`config.mk`:
```
export PLATFORM = sky130hd
export DESIGN_NAME = wb_rr_master_arbiter
export DESIGN_NICKNAME = d
export VERILOG_FILES = /design/src/rtl/wb_rr_master_arbiter.sv
export SDC_FILE = /design/constraint.sdc
export NUM_CORES = 1
export LEC_CHECK = 0
export ABC_AREA = 1
export CAP_MARGIN = 5
export CORE_AREA = 3 3 135 137
export DETAILED_ROUTE_END_ITERATION = 8
export DIE_AREA = 0 0 138 140
export PLACE_DENSITY_LB_ADDON = 0.15
export SETUP_SLACK_MARGIN = 0.02
export SKIP_CTS_REPAIR_TIMING = 1
export SYNTH_ARGS = -nofsm -noshare
export SYNTH_HDL_FRONTEND = slang
export SYNTH_SLANG_ARGS = --single-unit
```
`constraint.sdc`:
```
create_clock -name clk_i -period 1.9 [get_ports clk_i]
set_input_delay 0.38 -clock clk_i [delete_from_list [all_inputs] [get_ports clk_i]]
set_output_delay 0.38 -clock clk_i [all_outputs]
set_load 0.03 [all_outputs]
```
`src/rtl/wb_rr_master_arbiter.sv`:
```
`default_nettype none
// ============================================================================
// Module   : wb_rr_master_arbiter
// Purpose  : Two-master Wishbone arbiter, round-robin fairness, hang watchdog.
// Revision : 1.0
// ============================================================================
module wb_rr_master_arbiter #(
    parameter int          TIMEOUT  = 255,
    parameter int          TO_W     = 8,
    parameter logic [31:0] ERR_DATA = 32'hDEAD_BEEF
) (
    input  logic        clk_i,
    input  logic        rst_i,
    input  logic [31:0] m0_adr_i,
    input  logic [31:0] m0_dat_i,
    input  logic [3:0]  m0_sel_i,
    input  logic        m0_we_i,
    input  logic        m0_stb_i,
    output logic [31:0] m0_dat_o,
    output logic        m0_ack_o,
    input  logic [31:0] m1_adr_i,
    input  logic [31:0] m1_dat_i,
    input  logic [3:0]  m1_sel_i,
    input  logic        m1_we_i,
    input  logic        m1_stb_i,
    output logic [31:0] m1_dat_o,
    output logic        m1_ack_o,
    output logic [31:0] s_adr_o,
    output logic [31:0] s_dat_o,
    output logic [3:0]  s_sel_o,
    output logic        s_we_o,
    output logic        s_stb_o,
    input  logic [31:0] s_dat_i,
    input  logic        s_ack_i,
    output logic [1:0]  gnt_o,
    output logic        err_o,
    output logic [31:0] err_adr_o
);

    typedef enum logic [1:0] {
        S_IDLE = 2'd0,
        S_GNT0 = 2'd1,
        S_GNT1 = 2'd2
    } state_t;

    localparam logic [TO_W-1:0] c_TO_LAST = TO_W'(TIMEOUT - 1);

    state_t          r_state;
    state_t          w_state_nxt;
    logic            r_last;       // index of the master served most recently
    logic            w_last_nxt;
    logic [TO_W-1:0] r_cnt;
    logic            r_err;
    logic [31:0]     r_err_adr;

    logic            w_own0;
    logic            w_own1;
    logic            w_own_stb;
    logic            w_timeout;

    assign w_own0    = (r_state == S_GNT0);
    assign w_own1    = (r_state == S_GNT1);
    assign w_own_stb = (w_own0 & m0_stb_i) | (w_own1 & m1_stb_i);
    // A real ack on the last allowed cycle takes priority over the watchdog.
    assign w_timeout = w_own_stb & ~s_ack_i & (r_cnt == c_TO_LAST);

    assign s_adr_o   = w_own1 ? m1_adr_i : m0_adr_i;
    assign s_dat_o   = w_own1 ? m1_dat_i : m0_dat_i;
    assign s_sel_o   = w_own1 ? m1_sel_i : m0_sel_i;
    assign s_we_o    = (w_own0 & m0_we_i) | (w_own1 & m1_we_i);
    assign s_stb_o   = w_own_stb & ~w_timeout;

    assign m0_ack_o  = w_own0 & (s_ack_i | w_timeout);
    assign m1_ack_o  = w_own1 & (s_ack_i | w_timeout);
    assign m0_dat_o  = (w_own0 & w_timeout) ? ERR_DATA : s_dat_i;
    assign m1_dat_o  = (w_own1 & w_timeout) ? ERR_DATA : s_dat_i;

    assign gnt_o     = {w_own1, w_own0};
    assign err_o     = r_err;
    assign err_adr_o = r_err_adr;

    always_comb begin
        w_state_nxt = r_state;
        w_last_nxt  = r_last;
        case (r_state)
            S_IDLE: begin
                if (m0_stb_i && (!m1_stb_i || r_last)) begin
                    w_state_nxt = S_GNT0;
                end else if (m1_stb_i) begin
                    w_state_nxt = S_GNT1;
                end
            end
            S_GNT0: begin
                if (s_ack_i || w_timeout) begin
                    w_state_nxt = S_IDLE;
                    w_last_nxt  = 1'b0;
                end else if (!m0_stb_i) begin
                    w_state_nxt = S_IDLE;
                end
            end
            S_GNT1: begin
                if (s_ack_i || w_timeout) begin
                    w_state_nxt = S_IDLE;
                    w_last_nxt  = 1'b1;
                end else if (!m1_stb_i) begin
                    w_state_nxt = S_IDLE;
                end
            end
            default: w_state_nxt = S_IDLE;
        endcase
    end

    always_ff @(posedge clk_i) begin
        if (rst_i) begin
            r_state   <= S_IDLE;
            r_last    <= 1'b1;
            r_cnt     <= '0;
            r_err     <= 1'b0;
            r_err_adr <= '0;
        end else begin
            r_state <= w_state_nxt;
            r_last  <= w_last_nxt;
            // Every grant is preceded by an IDLE cycle, so the count starts at 0.
            if (r_state == S_IDLE) begin
                r_cnt <= '0;
            end else if (!s_ack_i) begin
                r_cnt <= r_cnt + 1'b1;
            end
            r_err <= w_timeout;
            if (w_timeout) begin
                r_err_adr <= s_adr_o;
            end
        end
    end

endmodule
`default_nettype wire

```
After elaboration in Yosys (flattened, before gate mapping)

Cells that the tools add are included.

$add $sub $neg: 1
Multiply operators: 0
Div/mod/pow operators: 0
$lt $le $gt $ge: 0
Equality and inequality tests: 8
Shift operators: 0
Mux-type cells: 15
Bitwise operators: 16
Reduce and logical (&&, ||, !) cells: 9

Operator list:

| kind                  | number |
|---|---|
| $mux W32              | 4 |
| $mux W2               | 6 |
| $and A1 B1 Y1         | 11 |
| $add A8 B1 Y8 const B | 1 |
| $eq A8 B8 Y1 const B  | 1 |
| $ne A3 B2 Y1 const B  | 2 |
| $pmux W2 S3           | 1 |
| $reduce_and A3 Y1     | 2 |
| $mux W4               | 1 |
| $ne A2 B1 Y1 const B  | 2 |
| $ne A3 B3 Y1 const B  | 1 |
| $or A1 B1 Y1          | 3 |
| $eq A2 B1 Y1 const B  | 1 |
| $eq A2 B2 Y1 const B  | 1 |
| $logic_not A2 Y1      | 1 |
| $logic_or A1 B1 Y1    | 2 |
| $mux W1               | 2 |
| $not A1 Y1            | 2 |
| $pmux W1 S2           | 1 |
| $reduce_bool A2 Y1    | 1 |
| $reduce_or A2 Y1      | 1 |
| $logic_and A1 B1 Y1   | 1 |
| $logic_not A1 Y1      | 1 |

Flip-flop bits (word level): 44
Latch bits: 0
Bits in writable memories: 0
ROM bits: 0
Input port bits: 175
Output and inout bits: 171
Logic and storage cells: 54
Memories kept: 0

Logic depth before layout (Yosys ltp)

Depth in word-level cells: 8
Mapped depth: 11

Worst setup path before layout

No wires, ideal clock.

Path type: reg2out
From: register r_state[0]
To: output port s_stb_o
Arrival: 1677 ps
Required time: 1520 ps
Setup slack: -157 ps
Stages on the path, launching flop included: 10
Cells stage by stage: dfxtp_1 > inv_1 > ha_1 > buf_6 > nand2_2 > nand2_2 > nand3_4 > inv_6 > buf_6 > a21oi_1

Longest elaborated chain between the ends: 7

Ends and longest elaborated chain:

| item                                         | line   | source |
|---|---|---|
| start, declared                              | 48     | `state_t r_state;` |
| start signal, assigned                       | 121    | `r_state <= w_state_nxt;` |
| $eq A2 B1 Y1 or $eq A2 B2 Y1 (tied branches) | 61, 62 |  |
| $and A1 B1 Y1                                | 63     | `assign w_own_stb = (w_own0 & m0_stb_i) \| (w_own1 & m1_stb_i);` |
| $or A1 B1 Y1 *                               | 63     |  |
| $and A1 B1 Y1 (2 in series)                  | 65     | `assign w_timeout = w_own_stb & ~s_ack_i & (r_cnt == c_TO_LAST);` |
| $not A1 Y1                                   | 71     | `assign s_stb_o = w_own_stb & ~w_timeout;` |
| $and A1 B1 Y1 *                              | 71     |  |
| end, declared                                | 32     | `output logic s_stb_o,` |

Every way passes the cells marked *; elsewhere a longest branch is shown, timed or not.

Worst setup path after layout

From: register r_state[1]
To: output port m0_dat_o[12]

Longest elaborated chain between the ends: 7

Ends and longest elaborated chain:

| item                                         | line   | source |
|---|---|---|
| $eq A2 B1 Y1 or $eq A2 B2 Y1 (tied branches) | 61, 62 |  |
| $and A1 B1 Y1                                | 63     |  |
| $or A1 B1 Y1                                 | 63     |  |
| $and A1 B1 Y1 (2 in series)                  | 65     |  |
| $and A1 B1 Y1 *                              | 75     | `assign m0_dat_o = (w_own0 & w_timeout) ? ERR_DATA : s_dat_i;` |
| $mux W32 *                                   | 75     |  |
| end, declared                                | 19     | `output logic [31:0] m0_dat_o,` |

Marked as above.

==> impl_results.md <==
* Final Routed Wirelength at 17,000 um
* Largest net degree at the start of global routing at 59
* Clock latency on the worst-skew pair at 290 ps
* FF-to-FF path depth at 10
* Unrepaired setup endpoints after global routing: yes
* Status: finished with violations
* Clock buffer depth at 2
* Post-synthesis cell type count at 25
* Final setup violation count at 136
* Die W at 138 um
* Yosys warns at 0
* Number of global-route vias before repair at 4,493
* Mapped Nets at 753
* Setup crit start: r_state[1]
* Finished Core Util at 45.5%
* WL/cell at 14.2 um
* Row count at 48
* Core footprint at 0.0172 mm^2
* Max IR drop VDD at 0.393 mV
* Ys async rst share at 0%
* CTS tree: done
* Clock Tree Root: clkbuf_16
* WS Path Type: reg2out
* Top_reg_cell synth: dfxtp_1
* Final ANT Viol Nets at 0
* Final Hold Fails at 0
* Hold path depth at 2
* DR pass1 iterations at 4
* Setup TNS at -21,610 ps
* Origin of the worst min-delay path: err_adr_o[8]
* Layout Nets at 1,150
* Post-Layout Cell Count at 1,196
* Post-synth top area cell: nand2_1
* Worst Path Required at 1520 ps
* H-tree levels at 2
* Synth-to-Final Area Change at 150%
* Leakage power at 0.00389 uW
* Routed via count at 4,837
* Via density at 4.04
* Rel. slew slack at 72.9%
* R2R setup slack at 220 ps
* HPWL after DPL at 13,100 um
* End of the worst hold path: err_adr_o[8]
* Final Power at 4850 uW
* Initial antenna violation count at 0
* Syn avg cell area at 5.47 um^2
* Die Y at 140 um
* Max Clock Freq at 467 MHz
* Share of layout cells above drive strength 1 at 28.6%
* Post-synth top area share at 35.0%
* Maxcap violations at 0
* Initial DRC count at 113
* First-pass GRT wire length at 24,100 um
* Yosys reg bits at 44
* Worst setup EP type: output port
* Number of I/O pins at 346
* Total track usage at 15.3%
* Max-slew violation count at 0
* Sequential element share of the synthesized area at 28.1%
* Most numerous cell in the Yosys netlist: nand2_1
* Post-Syn Instances at 573
* Area contributors post-synth: nand2_1, dfxtp_1, nor2_1, inv_1, o21ai_0
* DRC at 0
* Antenna fix cells at 0
* Synth top cells by count: nand2_1, nor2_1, inv_1
* Placed Instances at 1,174
* Placer Congestion at 0.858
* Final Skew at 6.61 ps
* Tightest Pin Transition at 406 ps
* Fin crit period at 2140 ps
* Post-synth EDFFs at 0
* Total grt overflow at 0
* Startpoint types: flop
* CP max FO at 8
* Critical Path AT at 1760 ps
* Initial core utilization at 18.2%
* Power Density at 620 mW/mm^2
* Mapped cell area at 0.00313 mm^2
* CTS Buf Count at 5
* IO buf count at 345
* Final setup margin at -240 ps
* Fin crit share at 113%
* Hold/Removal Path Class: reg2reg
* Die area at 0.0193 mm^2
* CTS clk-pin slew, worst paths at 70 ps
* Clock sinks at 44
* DP Worst Slack at -588 ps
* R2r startpoint: r_state[1]
* Failing checks: negative setup slack
* Worst R2R End: err_adr_o[30]
## flip-flops by register name, summed over array words and instances, names as in the netlist
| name | count |
|---|---|
| err_adr_o | 32 |
| r_cnt | 8 |
| r_state | 2 |
| err_o | 1 |
| r_last | 1 |
## area by class of cell
type / count / area, um^2
repair buffers: 420 / 4240
multi-input cells: 442 / 2000
well taps: 225 / 282
clock inverters: 2 / 38.8
clock buffers: 6 / 139
fillers: 1787 / 9350
flip-flops and latches: 44 / 888
inverters: 57 / 236
## cells in the final DEF (no fill, tap or decap), types with 4 or more instances in the layout
| master | synthesis | layout |
|---|---|---|
| dfxtp_1 | 44 | 40 |
| clkbuf_4 | 0 | 7 |
| nand2_1 | 292 | 271 |
| inv_2 | 2 | 11 |
| buf_4 | 2 | 121 |
| a21oi_1 | 7 | 6 |
| nand2_2 | 3 | 20 |
| buf_12 | 0 | 18 |
| nand2_4 | 2 | 6 |
| o21ai_0 | 37 | 37 |
| nor2_1 | 79 | 77 |
| buf_6 | 10 | 58 |
| buf_8 | 0 | 4 |
| nand3_1 | 6 | 6 |
| clkdlybuf4s50_1 | 0 | 204 |
| inv_1 | 53 | 42 |
| clkbuf_16 | 0 | 9 |
## logic make-up (layout without fill, tap and decap cells)
| group | after synthesis | after routing | synth area share [%] |
|---|---|---|---|
| simple gates | 387 | 389 | 48.0 |
| fa+ha+maj | 5 | 5 | 2.00 |
| buf+inv | 89 | 485 | 13.8 |
| compound gates | 48 | 48 | 8.10 |
| flops | 44 | 44 | 28.1 |
## layer usage
| layer | GRT usage [%] | vias up | part of all wire [%] |
|---|---|---|---|
| met5 | 0 | - | 0 |
| met4 | 3.33 | 0 | 1.2 |
| met3 | 4.71 | 15 | 7.8 |
| met2 | 28.7 | 219 | 52 |
| met1 | 17.1 | 2091 | 39 |
| li1 | - | 2512 | - |
## worst max-delay path by stage
stage / endpoint / slack (ps)
floorplan: m0_ack_o / 1
global placement: m1_dat_o[22] / -590
detailed placement: m1_dat_o[22] / -590
CTS: m1_dat_o[22] / -660
global route: m0_dat_o[9] / -310
finish: m0_dat_o[12] / -240
## power by group
part	internal [uW]	switching, uW
clock	659	387
sequential	939	14.6
combinational	1330	1530
total	2920	1930
## through the flow
step           cell area [um^2]  hold slack, ps
6_report                   7820             481
3_3_place_gp               7060             462
5_1_grt                    7820             507
3_5_place_dp               7060             470
4_1_cts                    7240             486
2_1_floorplan              3140             420
## worst max-delay path: stages, from the launching register on
cell and delay [ps]:
dfxtp_2 330, buf_6 110, ha_4 160, nand2_2 70
nand2_2 70, nand3_4 120, clkinv_8 110, nand2_8 140
clkbuf_16 180, nand2_2 60, buf_6 130
(Power assumes the default switching activity.)
==> RTL edit 1 (config.mk and constraints unchanged) <==
Make the reset (`rst_i`) asynchronous in one clocked block.
--- a/src/rtl/wb_rr_master_arbiter.sv
+++ b/src/rtl/wb_rr_master_arbiter.sv
@@ -110,7 +110,7 @@
         endcase
     end
 
-    always_ff @(posedge clk_i) begin
+    always_ff @(posedge clk_i or posedge rst_i) begin
         if (rst_i) begin
             r_state   <= S_IDLE;
             r_last    <= 1'b1;
Check against the original RTL: differs if rst_i is asserted again (counterexample within 4 cycles, from zero or initial values and one cycle with rst_i high); with rst_i held inactive, the same outputs for 10 cycles.
==> RTL edit 1 against the original RTL <==
- the run still ends with negative setup slack left
- die area did not move
- register-to-register slack worse by 0.10 ns
- utilization grew 13 points
- sequential cell count unchanged
- routed wire length grew 10%
- final area rose by 29%
- worst hold slack worse by 0.15 ns
- clock skew decreased by 0.0036 ns
- setup slack got worse by 0.064 ns
- synthesized area is 3.6% higher
- largest cell class unchanged
Power is not compared: it rests on default switching activity, and its combinational part moved more than twofold at a synthesized area within 25%.
==> RTL edit 1: results (changes against the original RTL) <==
status - finished, violations left
failing checks - negative setup slack
Placement Cell Area - 7660 um2 (+8.5%)
Compound-Gate Fraction of Synth Area - 2.66% (-5.4 points)
setup ws final - -0.304 ns (-0.0643 ns)
GRT Total Usage - 15.5% (+0.15 points)
first-pass GRT wire length - 24200 um (+0.32%)
syn_area_per_cell - 5.73 um2 (+4.7%)
clk_skew - 0.00304 ns (-0.00357 ns)
ranking of synthesized cells by area - nand2_1 (45%), dfrtp_1 (33%), inv_1 (6.2%), ha_1 (1.9%), clkbuf_1 (1.6%)
Post-synth top cells - nand2_1 (391), inv_1 (54), dfrtp_1 (43), clkbuf_1 (14), nand3_1 (9)
GPL Wtd Cong - 0.844 (-1.7%)
r2r setup slk - 0.12 ns (-0.10 ns)
Setup TNS Final - -31.47 ns (-9.86 ns)
Yosys cell types - 24 (-4.0%)
Syn Nets - 747 (-0.80%)
CP max-delay cell - dfrtp_2
Total Routed Length - 18700 um (+10%)
CP arrival - 1.82 ns (+0.06 ns)
share of layout cells above drive strength 1 - 51.0% (+22 points)
antenna cell count - 0 (unchanged)
max incr delay on CP - 0.44 ns (+0.11 ns)
Post-Synth Adder-Cell Area - 1.93% (-0.070 points)
Longest Clk Path Bufs - 2 (unchanged)
Filler cells - 1571 (-12%)
initial drt markers - 208 (+84%)
Setup Viol. Count Final - 137 (+0.74%)
DPL Wire Length - 13100 um (+0.20%)
post-DR vias/cell - 4.13 (+2.0%)
vias in the first global route - 4590 (+2.2%)
HP Class - in -> async
main flop type after synthesis - dfrtp_1
port bufs - 345 (unchanged)
Seq/Total Area, Yosys - 33.9% (+5.8 points)
Async SR Flop Fraction - 100% (+100 points)
hold_ws - 0.333 ns (-0.148 ns)
Worst slew margin - 74.8% (+2.0 points)
largest net degree at the start of global routing - 36 (-39%)
final non-filler cell total - 1237 (+3.4%)
## RTL edit 1: where the power goes
| group | internal [mW] | switching [mW] | leakage [nW] |
|---|---|---|---|
| registers | 0.996 | 0.0422 | 0.606 |
| clock network | 0.525 | 0.359 | 0.0712 |
| logic | 4.65 | 4.81 | 4.39 |
| total | 6.17 | 5.21 | 5.07 |
## RTL edit 1: metal layers
metal | wire length, um | vias up | global-route usage, %
li1 | - | 2561 | -
met2 | 10900 | 175 | 30.1
met5 | 0 | - | 0
met3 | 1090 | 14 | 4.20
met1 | 6530 | 2354 | 17.0
met4 | 179 | 0 | 2.60
## RTL edit 1: final timing paths
kind	to	from	cells past startpoint
max in group asynchronous	r_last	rst_i	3
min reg2reg	r_last	r_last	2
min	err_adr_o[7]	rst_i	2
max	m1_dat_o[28]	r_state[0]	10
min in group clk_i	r_last	r_last	2
max reg2reg	err_adr_o[13]	r_state[0]	11
## RTL edit 1: area by class of cell
cell class                      count  area share, %
Sequential cell                    44           11.0
Timing Repair Buffer              464           51.2
Tap cell                          225           2.80
Multi-Input combinational cell    438           31.0
Clock buffer                        8           1.45
Inverter                           57           2.46
Timing Repair inverter              1          0.161
## RTL edit 1: critical path, delay by kind of cell, from the launching register on
family	cells	cell delay (ns)
adder cells (fa/ha/maj)	1	0.17
buffers and inverters	4	0.52
AND/OR/NAND/NOR	5	0.39
flip-flops	1	0.44
## RTL edit 1: per-stage QoR
step,util [%],setup WS [ns]
4_1_cts,45.4,-0.375
6_report,58.6,-0.304
2_1_floorplan,-,0.0214
3_3_place_gp,44.6,-0.326
3_5_place_dp,44.6,-0.323
5_1_grt,58.6,-0.382
## RTL edit 1: kinds of logic (layout without fill, tap and decap cells)
logic type,count (synthesis),after routing
buf+inv,86,530
flops,44,44
simple gates,416,417
compound gates,16,16
fa+ha+maj,5,5
==> RTL edit 2 (same flow settings) <==
Without the edit above. Set the parameter `TO_W` to 6 (it was 8).
--- a/src/rtl/wb_rr_master_arbiter.sv
+++ b/src/rtl/wb_rr_master_arbiter.sv
@@ -6,7 +6,7 @@
 // ============================================================================
 module wb_rr_master_arbiter #(
     parameter int          TIMEOUT  = 255,
-    parameter int          TO_W     = 8,
+    parameter int          TO_W     = 6,
     parameter logic [31:0] ERR_DATA = 32'hDEAD_BEEF
 ) (
     input  logic        clk_i,
Function: same outputs for any inputs over 4 cycles, from zero or initial values and one cycle with rst_i high; that may be too few to reach the edited logic, so the function may still have changed.
==> RTL edit 2 against the original RTL <==
- the run still ends with negative setup slack left
- critical path type is now in -> out
- sequential power shrank 4.1%
- register-to-register slack gained 0.03 ns
- final area shrank 2.3%
- total power shrank 7.7%
- synthesized area shrank 3.0%
- cell count shrank 1.4%
- first-iteration DRC count grew 15%
- routed wire length shrank 2.6%
- largest cell class unchanged
- clock skew grew 0.0024 ns
- global-route usage shrank 0.35 points
- setup slack gained 0.0067 ns
- sequential cell count shrank 2
==> RTL edit 2: results (changes against the original RTL) <==
initial antenna violation count - 0 (unchanged)
Final #Nets - 1133 (-1.5%)
Async SR Flop Fraction - 0% (unchanged)
failing checks - negative setup slack
status - finished, violations left
GR Util met3 - 3.86% (-0.85 points)
GR Util met1 - 16.3% (-0.73 points)
DPL Wire Length - 12900 um (-1.3%)
max incr delay on CP - 0.43 ns (+0.10 ns)
Syn Inst Count - 560 (-2.3%)
Seq/Total Area, Yosys - 27.7% (-0.44 points)
Longest Clk Path Bufs - 2 (unchanged)
CTS clk-pin slew, worst paths - 0.06 ns
pre-CTS setup slack - -0.590 ns (-0.00187 ns)
initial drt markers - 130 (+15%)
setup ws final - -0.233 ns (+0.00668 ns)
grt met2 use - 28.4% (-0.23 points)
Yosys cell types - 24 (-4.0%)
GRT Total Usage - 15.0% (-0.35 points)
Sw Pwr - 1.87 mW (-3.2%)
Post-Place Cells - 1158 (-1.4%)
Total Routed Length - 16500 um (-2.6%)
Synth warnings - 0 (unchanged)
Max IR drop VDD - 0.000321 V (-18%)
Placement Cell Area - 6840 um2 (-3.1%)
Worst-Margin Slew - 0.413 ns (+0.00743 ns)
Syn Nets - 740 (-1.7%)
crit-path max FO - 9 (+1)
max reg flops - 32 (unchanged)
Leak Pwr - 3.83 nW (-1.7%)
clk_skew - 0.00903 ns (+0.00242 ns)
GPL Wtd Cong - 0.834 (-2.8%)
CTS Buf Count - 5 (unchanged)
ranking of synthesized cells by area - nand2_1 (36%), dfxtp_1 (28%), nor2_1 (9.8%), inv_1 (6.7%), o21ai_0 (4.4%)
HP Class - reg -> reg
port bufs - 345 (unchanged)
main flop type after synthesis - dfxtp_1
Setup Viol. Count Final - 136 (unchanged)
CP max-delay cell - clkdlybuf4s50_1
share of layout cells above drive strength 1 - 31.7% (+3.0 points)
post-DR vias/cell - 3.94 (-2.6%)
routed via count - 4645 (-4.0%)
largest net degree at the start of global routing - 45 (-24%)
first-pass GRT wire length - 23400 um (-2.9%)
vias in the first global route - 4347 (-3.2%)
Post-synth top cells - nand2_1 (290), nor2_1 (79), inv_1 (54), dfxtp_1 (42), o21ai_0 (27)
==> RTL edit 2: cell types whose count changed after synthesis, moves of 2 or more <==
cell and delta:
clkbuf_1 -3, o21ai_1 +8, clkbuf_2 +3, buf_2 +2
o21ai_0 -10, dfxtp_1 -2, buf_1 -2, nand2_1 -2
o21bai_1 -2
==> RTL edit 2: layout make-up <==
| class | instances | area, um2 |
|---|---|---|
| clock buffer | 5 | 125 |
| clock inverter | 3 | 18.8 |
| fill | 1800 | 9530 |
| inverter | 56 | 235 |
| multi-input combinational | 431 | 2010 |
| sequential | 42 | 851 |
| tap | 225 | 282 |
| timing repair buffer | 417 | 4120 |
==> RTL edit 2: worst min-delay path, stage by stage, from the launching register on <==
cell and delay, ns:
dfxtp_1 0.31, nand2_1 0.06, nand2_1 0.04
==> RTL edit 2: power groups by stage <==
stage	clock, mW	sequential, mW	combinational (mW)
after floorplan	0	0.922	1.27
after global placement	0	0.925	2.57
after detailed placement	0	0.925	2.57
after CTS	0.876	0.905	2.58
after global routing	0.920	0.915	2.91
final	0.847	0.914	2.72
==> RTL edit 2: logic make-up after synthesis <==
logic type,Yosys count,share of synthesized area [%]
buffers and inverters,88,14.2
AOI/OAI and AO/OA,42,7.04
and+or+nand+nor,381,48.5
adders and majority gates,5,2.06
xor gates and xnor gates,2,0.576
DFF,42,27.7
==> RTL edit 2: layer usage <==
metal | wire [um] | vias to the layer above
li1 | - | 2449
met1 | 6340 | 1981
met2 | 8830 | 193
met3 | 1040 | 22
met4 | 330 | 0
met5 | 0 | -
==> RTL edit 2: per-stage QoR <==
| step | power [mW] | utilization, % | TNS [ns] | hold slack (ns) |
|---|---|---|---|---|
| after CTS | 4.36 | 40.7 | -48.31 | 0.454 |
| final | 4.48 | 44.5 | -19.58 | 0.455 |
| after global placement | 3.50 | 39.8 | -25.69 | 0.444 |
| after global routing | 4.75 | 44.5 | -29.51 | 0.493 |
| after floorplan | 2.20 | - | -0.446 | 0.420 |
| after detailed placement | 3.49 | 39.8 | -27.58 | 0.446 |
==> RTL edit 2: worst paths after layout <==
kind                    to       start  depth (start not counted)  slack [ns]
max            m1_dat_o[3]     s_ack_i                          8       -0.23
min                 r_last      r_last                          2        0.46
min reg2reg         r_last      r_last                          2        0.46
max reg2reg  err_adr_o[27]  r_state[0]                         10        0.25
